### src/rtl/align_scheduler.sv
// align_scheduler: drives one query-vs-reference job through the systolic array, chunk by chunk.
// Latency: start->new_seq 1 cycle, fetch address->S/T 2 cycles; no backpressure, each chunk waits on the busy fall.
module align_scheduler #(
    parameter int N             = 64,
    parameter int LOG_N         = 6,
    parameter int BP_WIDTH      = 2,
    parameter int ADDRESS_WIDTH = 10,
    parameter int MEM_AMOUNT    = 4
) (
    input  logic                     clk,
    input  logic                     reset_i,
    input  logic                     start,
    input  logic                     abort,
    input  logic [ADDRESS_WIDTH-1:0] q_len,
    input  logic [ADDRESS_WIDTH-1:0] r_len,
    output logic [ADDRESS_WIDTH-1:0] q_addr,
    input  logic [BP_WIDTH-1:0]      q_data,
    output logic [ADDRESS_WIDTH-1:0] r_addr,
    input  logic [BP_WIDTH-1:0]      r_data,
    output logic [BP_WIDTH-1:0]      S,
    output logic [BP_WIDTH-1:0]      T,
    output logic                     s_update,
    output logic                     valid,
    output logic                     ack,
    output logic                     new_seq,
    output logic [LOG_N-1:0]         PE_end,
    output logic                     use_s1,
    input  logic                     busy,
    output logic                     done,
    output logic                     err
);
    localparam int AW = ADDRESS_WIDTH;

    typedef enum logic [2:0] {IDLE, INIT, ACK, LOAD, STREAM, DRAIN, NEXT} state_t;

    state_t          state, state_nxt;
    logic [AW-1:0]   chunk, chunk_nxt, chunks_r;
    logic [AW-1:0]   cnt, cnt_nxt;
    logic [AW-1:0]   q_len_r, r_len_r;
    logic [AW:0]     chunks_req;
    logic            len_ok, last_chunk, last_nxt, job_end, err_nxt;
    logic [AW-1:0]   q_addr_nxt;
    logic [LOG_N-1:0] pe_last;
    logic            seen;
    logic            q_issue, q_zero, q_pend, q_pend_zero;
    logic            t_issue, t_pend;

    assign chunks_req = ({1'b0, q_len} + (AW+1)'(N-1)) >> LOG_N;
    assign len_ok     = (q_len != '0) && (r_len != '0) && (chunks_req <= (AW+1)'(MEM_AMOUNT));
    assign last_chunk = (chunk + AW'(1)) == chunks_r;
    assign last_nxt   = (chunk_nxt + AW'(1)) == chunks_r;
    assign pe_last    = q_len_r[LOG_N-1:0] - LOG_N'(1);
    assign err_nxt    = (state == IDLE) && start && !abort && !len_ok;

    always_comb begin
        state_nxt = state;
        chunk_nxt = chunk;
        case (state)
            IDLE: begin
                if (start && len_ok) begin
                    state_nxt = INIT;
                    chunk_nxt = '0;
                end
            end
            INIT:   state_nxt = ACK;
            ACK:    state_nxt = LOAD;
            LOAD:   if (cnt == AW'(N-1)) state_nxt = STREAM;
            STREAM: if (cnt == r_len_r - AW'(1)) state_nxt = DRAIN;
            // a busy level already high on entry counts as the rise
            DRAIN:  if (seen && !busy) state_nxt = NEXT;
            NEXT: begin
                if (!last_chunk) begin
                    chunk_nxt = chunk + AW'(1);
                    state_nxt = ACK;
                end else begin
                    state_nxt = IDLE;
                end
            end
            default: state_nxt = IDLE;
        endcase
        if (abort) state_nxt = IDLE;
    end

    assign cnt_nxt    = ((state_nxt == state) && (state == LOAD || state == STREAM)) ? cnt + AW'(1) : '0;
    assign q_addr_nxt = (chunk_nxt << LOG_N) + cnt_nxt;
    assign job_end    = (state == DRAIN) && (state_nxt == NEXT) && last_chunk;

    always_ff @(posedge clk or negedge reset_i) begin
        if (!reset_i) begin
            state       <= IDLE;
            chunk       <= '0;
            chunks_r    <= '0;
            cnt         <= '0;
            q_len_r     <= '0;
            r_len_r     <= '0;
            seen        <= 1'b0;
            q_issue     <= 1'b0;
            q_zero      <= 1'b0;
            q_pend      <= 1'b0;
            q_pend_zero <= 1'b0;
            t_issue     <= 1'b0;
            t_pend      <= 1'b0;
            q_addr      <= '0;
            r_addr      <= '0;
            S           <= '0;
            T           <= '0;
            s_update    <= 1'b0;
            valid       <= 1'b0;
            ack         <= 1'b0;
            new_seq     <= 1'b0;
            PE_end      <= LOG_N'(N-1);
            use_s1      <= 1'b0;
            done        <= 1'b0;
            err         <= 1'b0;
        end else begin
            state <= state_nxt;
            chunk <= chunk_nxt;
            cnt   <= cnt_nxt;
            if (state == IDLE && state_nxt == INIT) begin
                q_len_r  <= q_len;
                r_len_r  <= r_len;
                chunks_r <= chunks_req[AW-1:0];
            end
            seen <= (state == DRAIN) && (state_nxt == DRAIN) && (seen || busy);

            // query fetch: address, then data, then S/s_update
            q_issue     <= (state_nxt == LOAD);
            q_zero      <= (state_nxt == LOAD) && (q_addr_nxt >= q_len_r);
            q_addr      <= (state_nxt == LOAD) ? q_addr_nxt : '0;
            q_pend      <= q_issue && !abort;
            q_pend_zero <= q_zero;
            s_update    <= q_pend && !abort;
            S           <= (q_pend && !q_pend_zero && !abort) ? q_data : '0;

            // reference stream: same two-stage alignment for T/valid
            t_issue <= (state_nxt == STREAM);
            r_addr  <= (state_nxt == STREAM) ? cnt_nxt : '0;
            t_pend  <= t_issue && !abort;
            valid   <= t_pend && !abort;
            T       <= (t_pend && !abort) ? r_data : '0;

            // ack covers the ACK cycle, then the stream until its last valid beat
            ack <= !abort && ((state_nxt == ACK) || (state_nxt == STREAM) || t_issue || t_pend);

            new_seq <= (state_nxt == INIT);
            if (state_nxt == ACK) PE_end <= last_nxt ? pe_last : LOG_N'(N-1);
            done    <= job_end;
            if (job_end) use_s1 <= !use_s1;
            err     <= err_nxt;
        end
    end
endmodule

### config.mk
export PLATFORM = sky130hd
export DESIGN_NAME = align_scheduler
export DESIGN_NICKNAME = d
export VERILOG_FILES = /design/src/rtl/align_scheduler.sv
export SDC_FILE = /design/constraint.sdc
export NUM_CORES = 1
export LEC_CHECK = 0
export ABC_AREA = 1
export CAP_MARGIN = 10
export CELL_PAD_IN_SITES_DETAIL_PLACEMENT = 1
export CELL_PAD_IN_SITES_GLOBAL_PLACEMENT = 1
export CORE_AREA = 2 2 164 86
export CTS_CLUSTER_DIAMETER = 30
export CTS_CLUSTER_SIZE = 12
export DETAILED_ROUTE_END_ITERATION = 10
export DIE_AREA = 0 0 166 88
export PLACE_DENSITY = 0.88
export SLEW_MARGIN = 10
export SYNTH_ARGS = -nofsm -noshare
export SYNTH_HDL_FRONTEND = slang
export SYNTH_SLANG_ARGS = --single-unit
### constraint.sdc
create_clock -name clk -period 5.4 [get_ports clk]
set_input_delay 1.08 -clock clk [delete_from_list [all_inputs] [get_ports clk]]
set_output_delay 1.08 -clock clk [all_outputs]
set_load 0.01 [all_outputs]
== Word level (Yosys, flattened, before mapping) ==
Cells that the tools add are included.

* $add $sub $neg: 7
* $lt $le $gt $ge: 2
* Equal/unequal tests: 17
* Multiplexer cells: 16
* Shift-type cells: 0
* Div/mod/pow operators: 0
* Reduce and logical (&&, ||, !) cells: 34
* Multiply operators: 0
* Bitwise gates (word level): 0

{| class="wikitable"
|+ Operator list
! cell !! number
|-
| two-way mux 10 bit || 5
|-
| adder 10 x 1 -> 10 bit (second input constant) || 3
|-
| logical AND 1 bit || 21
|-
| one-hot mux 3 bit (7 select lines) || 1
|-
| == test 10 x 5 -> 1 bit || 2
|-
| one-hot mux 10 bit (2 select lines) || 1
|-
| nonzero test 10 bit || 2
|-
| == test 3 bit (second input constant) || 6
|-
| two-way mux 3 bit || 5
|-
| == test 3 x 2 -> 1 bit (second input constant) || 4
|-
| adder 10 x 6 -> 11 bit (second input constant) || 1
|-
| adder 10 bit || 1
|-
| == test 10 bit || 1
|-
| == test 10 x 6 -> 1 bit (second input constant) || 1
|-
| >= comparator 10 bit || 1
|-
| subtractor 10 x 1 -> 10 bit (second input constant) || 1
|-
| == test 3 x 1 -> 1 bit (second input constant) || 2
|-
| two-way mux 2 bit || 3
|-
| two-way mux 6 bit || 1
|-
| subtractor 6 x 1 -> 6 bit (second input constant) || 1
|-
| less-or-equal comparator 5 x 3 -> 1 bit (second input constant) || 1
|-
| zero test 1 bit || 5
|-
| logical OR 1 bit || 5
|-
| == test 3 bit || 1
|-
| zero test 3 bit || 1
|}

* Memory bits (writable): 0
* Bits in read-only memories: 0
* Latch bits: 0
* Bits in registers: 92
* Input port bits: 29
* Memories: 0
* Word-level logic and storage cells: 101
* Output and inout bits: 37

== Logic depth before layout (Yosys ltp) ==
* Word-level depth: 13
* Mapped depth: 34

== Worst setup path before layout ==
OpenSTA, ideal clock, no wires.

* Path type: input port to flip-flop
* Start point: input port q_len[0]
* End point: register q_zero
* Path buffers: 1
* Arrival: 4,217 ps
* Slack: 1,051 ps
* Data required time: 5,268 ps
* Stages on the path: 28
* Setup time: 132 ps
* Cell sequence: nor2_1 nand4_1 o21ai_0 nand4_1 buf_2 nand2_1 inv_1 nand2_1 nand2_1 nand2_1 nand2_1 nand2_4 inv_2 nand3_2 inv_1 ha_1 nand2_1 nor2_1 a211oi_1 xnor2_1 nand4_1 nand2_1 inv_1 ha_1 nand2_1 a21oi_1 a211oi_1 nor2_1

* Longest elaborated chain between the ends: 13
* Elaborated cells between the ends (all ways): 18
* Classes of those cells: add/sub: 2; order compare: 2; eq/ne: 2; mux: 6; reduce/logical: 6

{| class="wikitable"
|+ Ends and longest elaborated chain
! item !! RTL line !! source
|-
| from (decl) || 14 || <nowiki>input logic [ADDRESS_WIDTH-1:0] q_len,</nowiki>
|-
| adder 10 x 6 -> 11 bit or nonzero test 10 bit (tied branches) || 48, 49 ||
|-
| less-or-equal comparator 5 x 3 -> 1 bit or logical AND 1 bit (tied branches) || 49 || <nowiki>assign len_ok = (q_len != '0) && (r_len != '0) && (chunks_req <= (AW+1)'(MEM_AMOUNT));</nowiki>
|-
| logical AND 1 bit * || 49 ||
|-
| logical AND 1 bit * || 60 || <nowiki>if (start && len_ok) begin</nowiki>
|-
| two-way mux 3 bit * || 60 ||
|-
| one-hot mux 3 bit (7 select lines) * || 58 || <nowiki>case (state)</nowiki>
|-
| two-way mux 3 bit * || 81 || <nowiki>if (abort) state_nxt = IDLE;</nowiki>
|-
| == test 3 bit * || 84 || <nowiki>assign cnt_nxt = ((state_nxt == state) && (state == LOAD || state == STREAM)) ? cnt + AW'(1) : '0;</nowiki>
|-
| logical AND 1 bit * || 84 ||
|-
| two-way mux 10 bit * || 84 ||
|-
| via cnt_nxt[7] || 38 || <nowiki>logic [AW-1:0] cnt, cnt_nxt;</nowiki>
|-
| adder 10 bit * || 85 || <nowiki>assign q_addr_nxt = (chunk_nxt << LOG_N) + cnt_nxt;</nowiki>
|-
| >= comparator 10 bit * || 128 || <nowiki>q_zero <= (state_nxt == LOAD) && (q_addr_nxt >= q_len_r);</nowiki>
|-
| logical AND 1 bit * || 128 ||
|-
| to (signal assigned) || 128 ||
|-
| to (decl) || 45 || <nowiki>logic q_issue, q_zero, q_pend, q_pend_zero;</nowiki>
|}

Mark *: on every way through the listed nets, which the timed path passes. The rest lies on a longest branch.
A chain may end at the register's enable or synchronous reset.

== Final worst setup path ==
Same ends and word-level chain as after synthesis.

==> summary.txt <==
Clock network
  • Sink Count: 92
  • Root Driver: clkbuf_16
  • H-tree depth: 3
  • Clock Tree Buf Depth: 2
  • # resized after CTS: 0
  • Clk Latency, worst-skew pair: 0.35 ns
  • Setup Buffers After CTS: 0
  • Worst-path clk slew: 0.07 ns
  • CTS Buf Count: 9
  • CTS tree: built
  • Post-CTS Hold Fix Bufs: 0

Synth
  • Main synth FF type: dfrtp_1
  • Share of the synthesized area in the top cell type: between 40 and 50%
  • Mapped Avg Cell Area: between 7 and 8 um^2
  • Most area-consuming cells after synthesis: dfrtp_1 (41%), nand2_1 (11%), inv_1 (8.0%)
  • Cell count after synthesis: around 670
  • Yosys Warn Count: 0
  • Seq/Total Area, Yosys: 43.82%
  • Flop and latch count out of synthesis: 92
  • Mapped cell area: ~5300 um^2
  • Syn nets: ~700
  • Post-synth EDFFs: 0
  • Post-synth top area cell: dfrtp_1
  • Post-synth ARST share: 100.0%
  • Synth unique cells: 40

STA
  • Clock period minus worst slack: around 4.8 ns
  • Unrepaired setup endpoints after global routing: no
  • # setup viols final: 0
  • Slew @ Worst Pin: 0.9368 ns
  • Period utilization: roughly nine tenths
  • Post-route setup slack: 0.5643 ns
  • Final hold vios: 0
  • Slew HR: 37.55%
  • Final hold slack: 0.4167 ns
  • Fmax: 206.8 MHz
  • Slew Limit Fails: 0
  • Total negative slack: 0 ns
  • Worst clock skew: 0.007455 ns

Cells and area
  • Ant diodes: 0
  • Post-layout nets: 788
  • Final std cells w/o fill: around 920
  • Sequential Area: 2310 um^2
  • Area Overhead vs Synth: 21.79%
  • Layout cells sized above 1: 10.47%
  • Multi-input gate area: 2447 um^2
  • Fillers: ~1600

Worst setup path
  • WP data arrival: 5.06 ns
  • Critical Path RT: 5.62 ns
  • CP Capture Type: flop
  • Critical path startpoint category: input pin
  • Crit. Startpoint: q_len[0]
  • Crit path max fanout: 9
  • CP Class: in2reg
  • Worst r2r src: chunk[1]

Routing
  • Vias/cell: 5.206
  • Final wirelength: 16060 um
  • Drt drc: 0
  • Drt first-iter violations: 353
  • WL/cell: between 15 and 20 um
  • Vias: approximately 4800
  • Drt pass-1 iters: 5
  • Routed Antenna Nets: 0

Global routing
  • Largest net degree at the start of global routing: 72
  • Vias in the first global route: 4876
  • GRT Overall Usage: 23.19%
  • First-pass GRT wire length: 26050 um
  • Total grt overflow: 0
  • Initial antenna violation count: 0

Floorplan
  • DIE AREA: 14610 um^2
  • Die W: 166 um
  • Initial Utilization: 40.01%
  • Site Rows: 30
  • Ports: 66
  • Core region area: 13180 um^2
  • Die height: 88 um

Worst hold path
  • Hold_sp: q_zero
  • Hold WC Path Type: reg2reg

Placement
  • Dpl hpwl: 12660 um
  • Placed Cells: 905
  • Routability cong.: 0.9174
  • Port Buffers: between 60 and 70
  • Placement Setup Slack: 0.06368 ns

Pwr
  • PwrDens: around 330 nW/um^2
  • Leakage: 0.003183 uW
  • Worst IR Drop VDD: ~0.00018 V

Outcome
  • Status: complete, no violations

Run
  • MaxCap Viol Count: 0
-- cells in the mapped netlist, drive strengths merged, types with 2 or more instances --
cell type  number
nand2         165
inv           117
dfrtp          86
nor2           82
nand3          63
o21ai          28
ha             18
xor2           18
nand4          16
nor3           16
xnor2          11
a21oi           7
buf             7
clkbuf          6
dfstp           6
nand3b          6
and3            3
or2             3
a211oi          2
nor4            2
o21a            2
-- state kept, by name (all words and copies together) (netlist names), 2 cells and up --
name and count:
chunk 10, cnt 10, q_addr 10, q_len_r 10
r_addr 10, r_len_r 10, PE_end 6, chunks_r 5
state 3, S 2, T 2
-- kinds of logic (layout without fill, tap and decap cells) --
family	count (synthesis)	in the layout	share of synthesized area, %
XOR/XNOR	29	29	4.818
adder cells (fa/ha/maj)	19	19	4.652
AO/OA/AOI/OAI	44	44	4.937
buffers and inverters	130	204	9.755
AND/OR/NAND/NOR	357	357	32.02
flip-flops	92	92	43.82
-- metal layers --
layer	GRT usage, %	part of all wire (%)	vias up	wire [um]
li1	-	-	2236	-
met1	34.80	52	2396	8279
met3	5.468	7.3	12	1166
met2	34.33	40	151	6487
met5	0	0	-	0
met4	4.269	0.77	0	123
-- area by class of cell --
cell class	instances	area share, %
Multi-Input combinational cell	449	38.12
Sequential cell	92	35.98
Timing Repair Buffer	71	10.80
Inverter	117	6.841
Clock buffer	10	3.722
Tap cell	176	3.430
Clock inverter	6	1.111
-- cells in the final DEF, fill, tap and decap left out, types with 3 or more instances in the layout --
| cell type | count |
|---|---|
| o21ai_0 | 24 |
| nand4_1 | 16 |
| clkbuf_16 | 9 |
| dfstp_2 | 6 |
| nand3b_1 | 6 |
| inv_2 | 4 |
| ha_1 | 18 |
| clkdlybuf4s50_1 | 64 |
| a21oi_1 | 6 |
| nand2_1 | 148 |
| xnor2_1 | 11 |
| nor2_4 | 5 |
| dfrtp_1 | 86 |
| inv_1 | 113 |
| nand2_2 | 15 |
| xor2_1 | 18 |
| nor2_1 | 69 |
| or2_2 | 3 |
| nand3_1 | 54 |
| nor2_2 | 8 |
| nand3_2 | 8 |
| buf_4 | 7 |
| nor3_1 | 16 |
| and3_1 | 3 |
-- path summary, 6_finish.rpt --
path / cells after the start / to / slack [ns]
worst max-delay path: 28 / q_zero / 0.56
worst min register to register: 0 / q_pend_zero / 0.42
max in group asynchronous: 2 / chunk[7] / 3.59
min in group asynchronous: 1 / S[0] / 0.60
worst min-delay path: 0 / q_pend_zero / 0.42
worst max register to register: 30 / q_zero / 0.56
-- metrics by stage --
step	area [um^2]	power, uW	util [%]
final	6420	2145	48.73
after global routing	6420	2272	48.73
after CTS	6420	2153	48.73
after detailed placement	6110	1478	46.37
after global placement	6110	1432	46.37
after floorplan	5271	1259	-
-- critical path, stage by stage --
cell and delay, ns:
clkdlybuf4s50_1 0.43, nor2_1 0.12, nand4_1 0.21, o21ai_1 0.29, nand4_1 0.17, nand2_1 0.10, inv_1 0.05, nand2_1 0.09
nand2_1 0.14, nand2_1 0.11, nand2_1 0.12, nand2_4 0.15, inv_2 0.08, nand3_2 0.11, inv_1 0.07, ha_1 0.29
nand2_1 0.08, nor2_1 0.05, a211oi_1 0.23, xnor2_1 0.18, nand4_1 0.12, nand2_1 0.11, inv_1 0.05, ha_1 0.28
nand2_1 0.07, a21oi_1 0.04, a211oi_1 0.19, nor2_1 0.06
-- power by group --
group	switching, uW	leakage, uW	internal (uW)
clock	291	0.000151	376
combinational	353	0.00181	241
sequential	90.2	0.00123	794
Power figures use the tool's default switching activity.
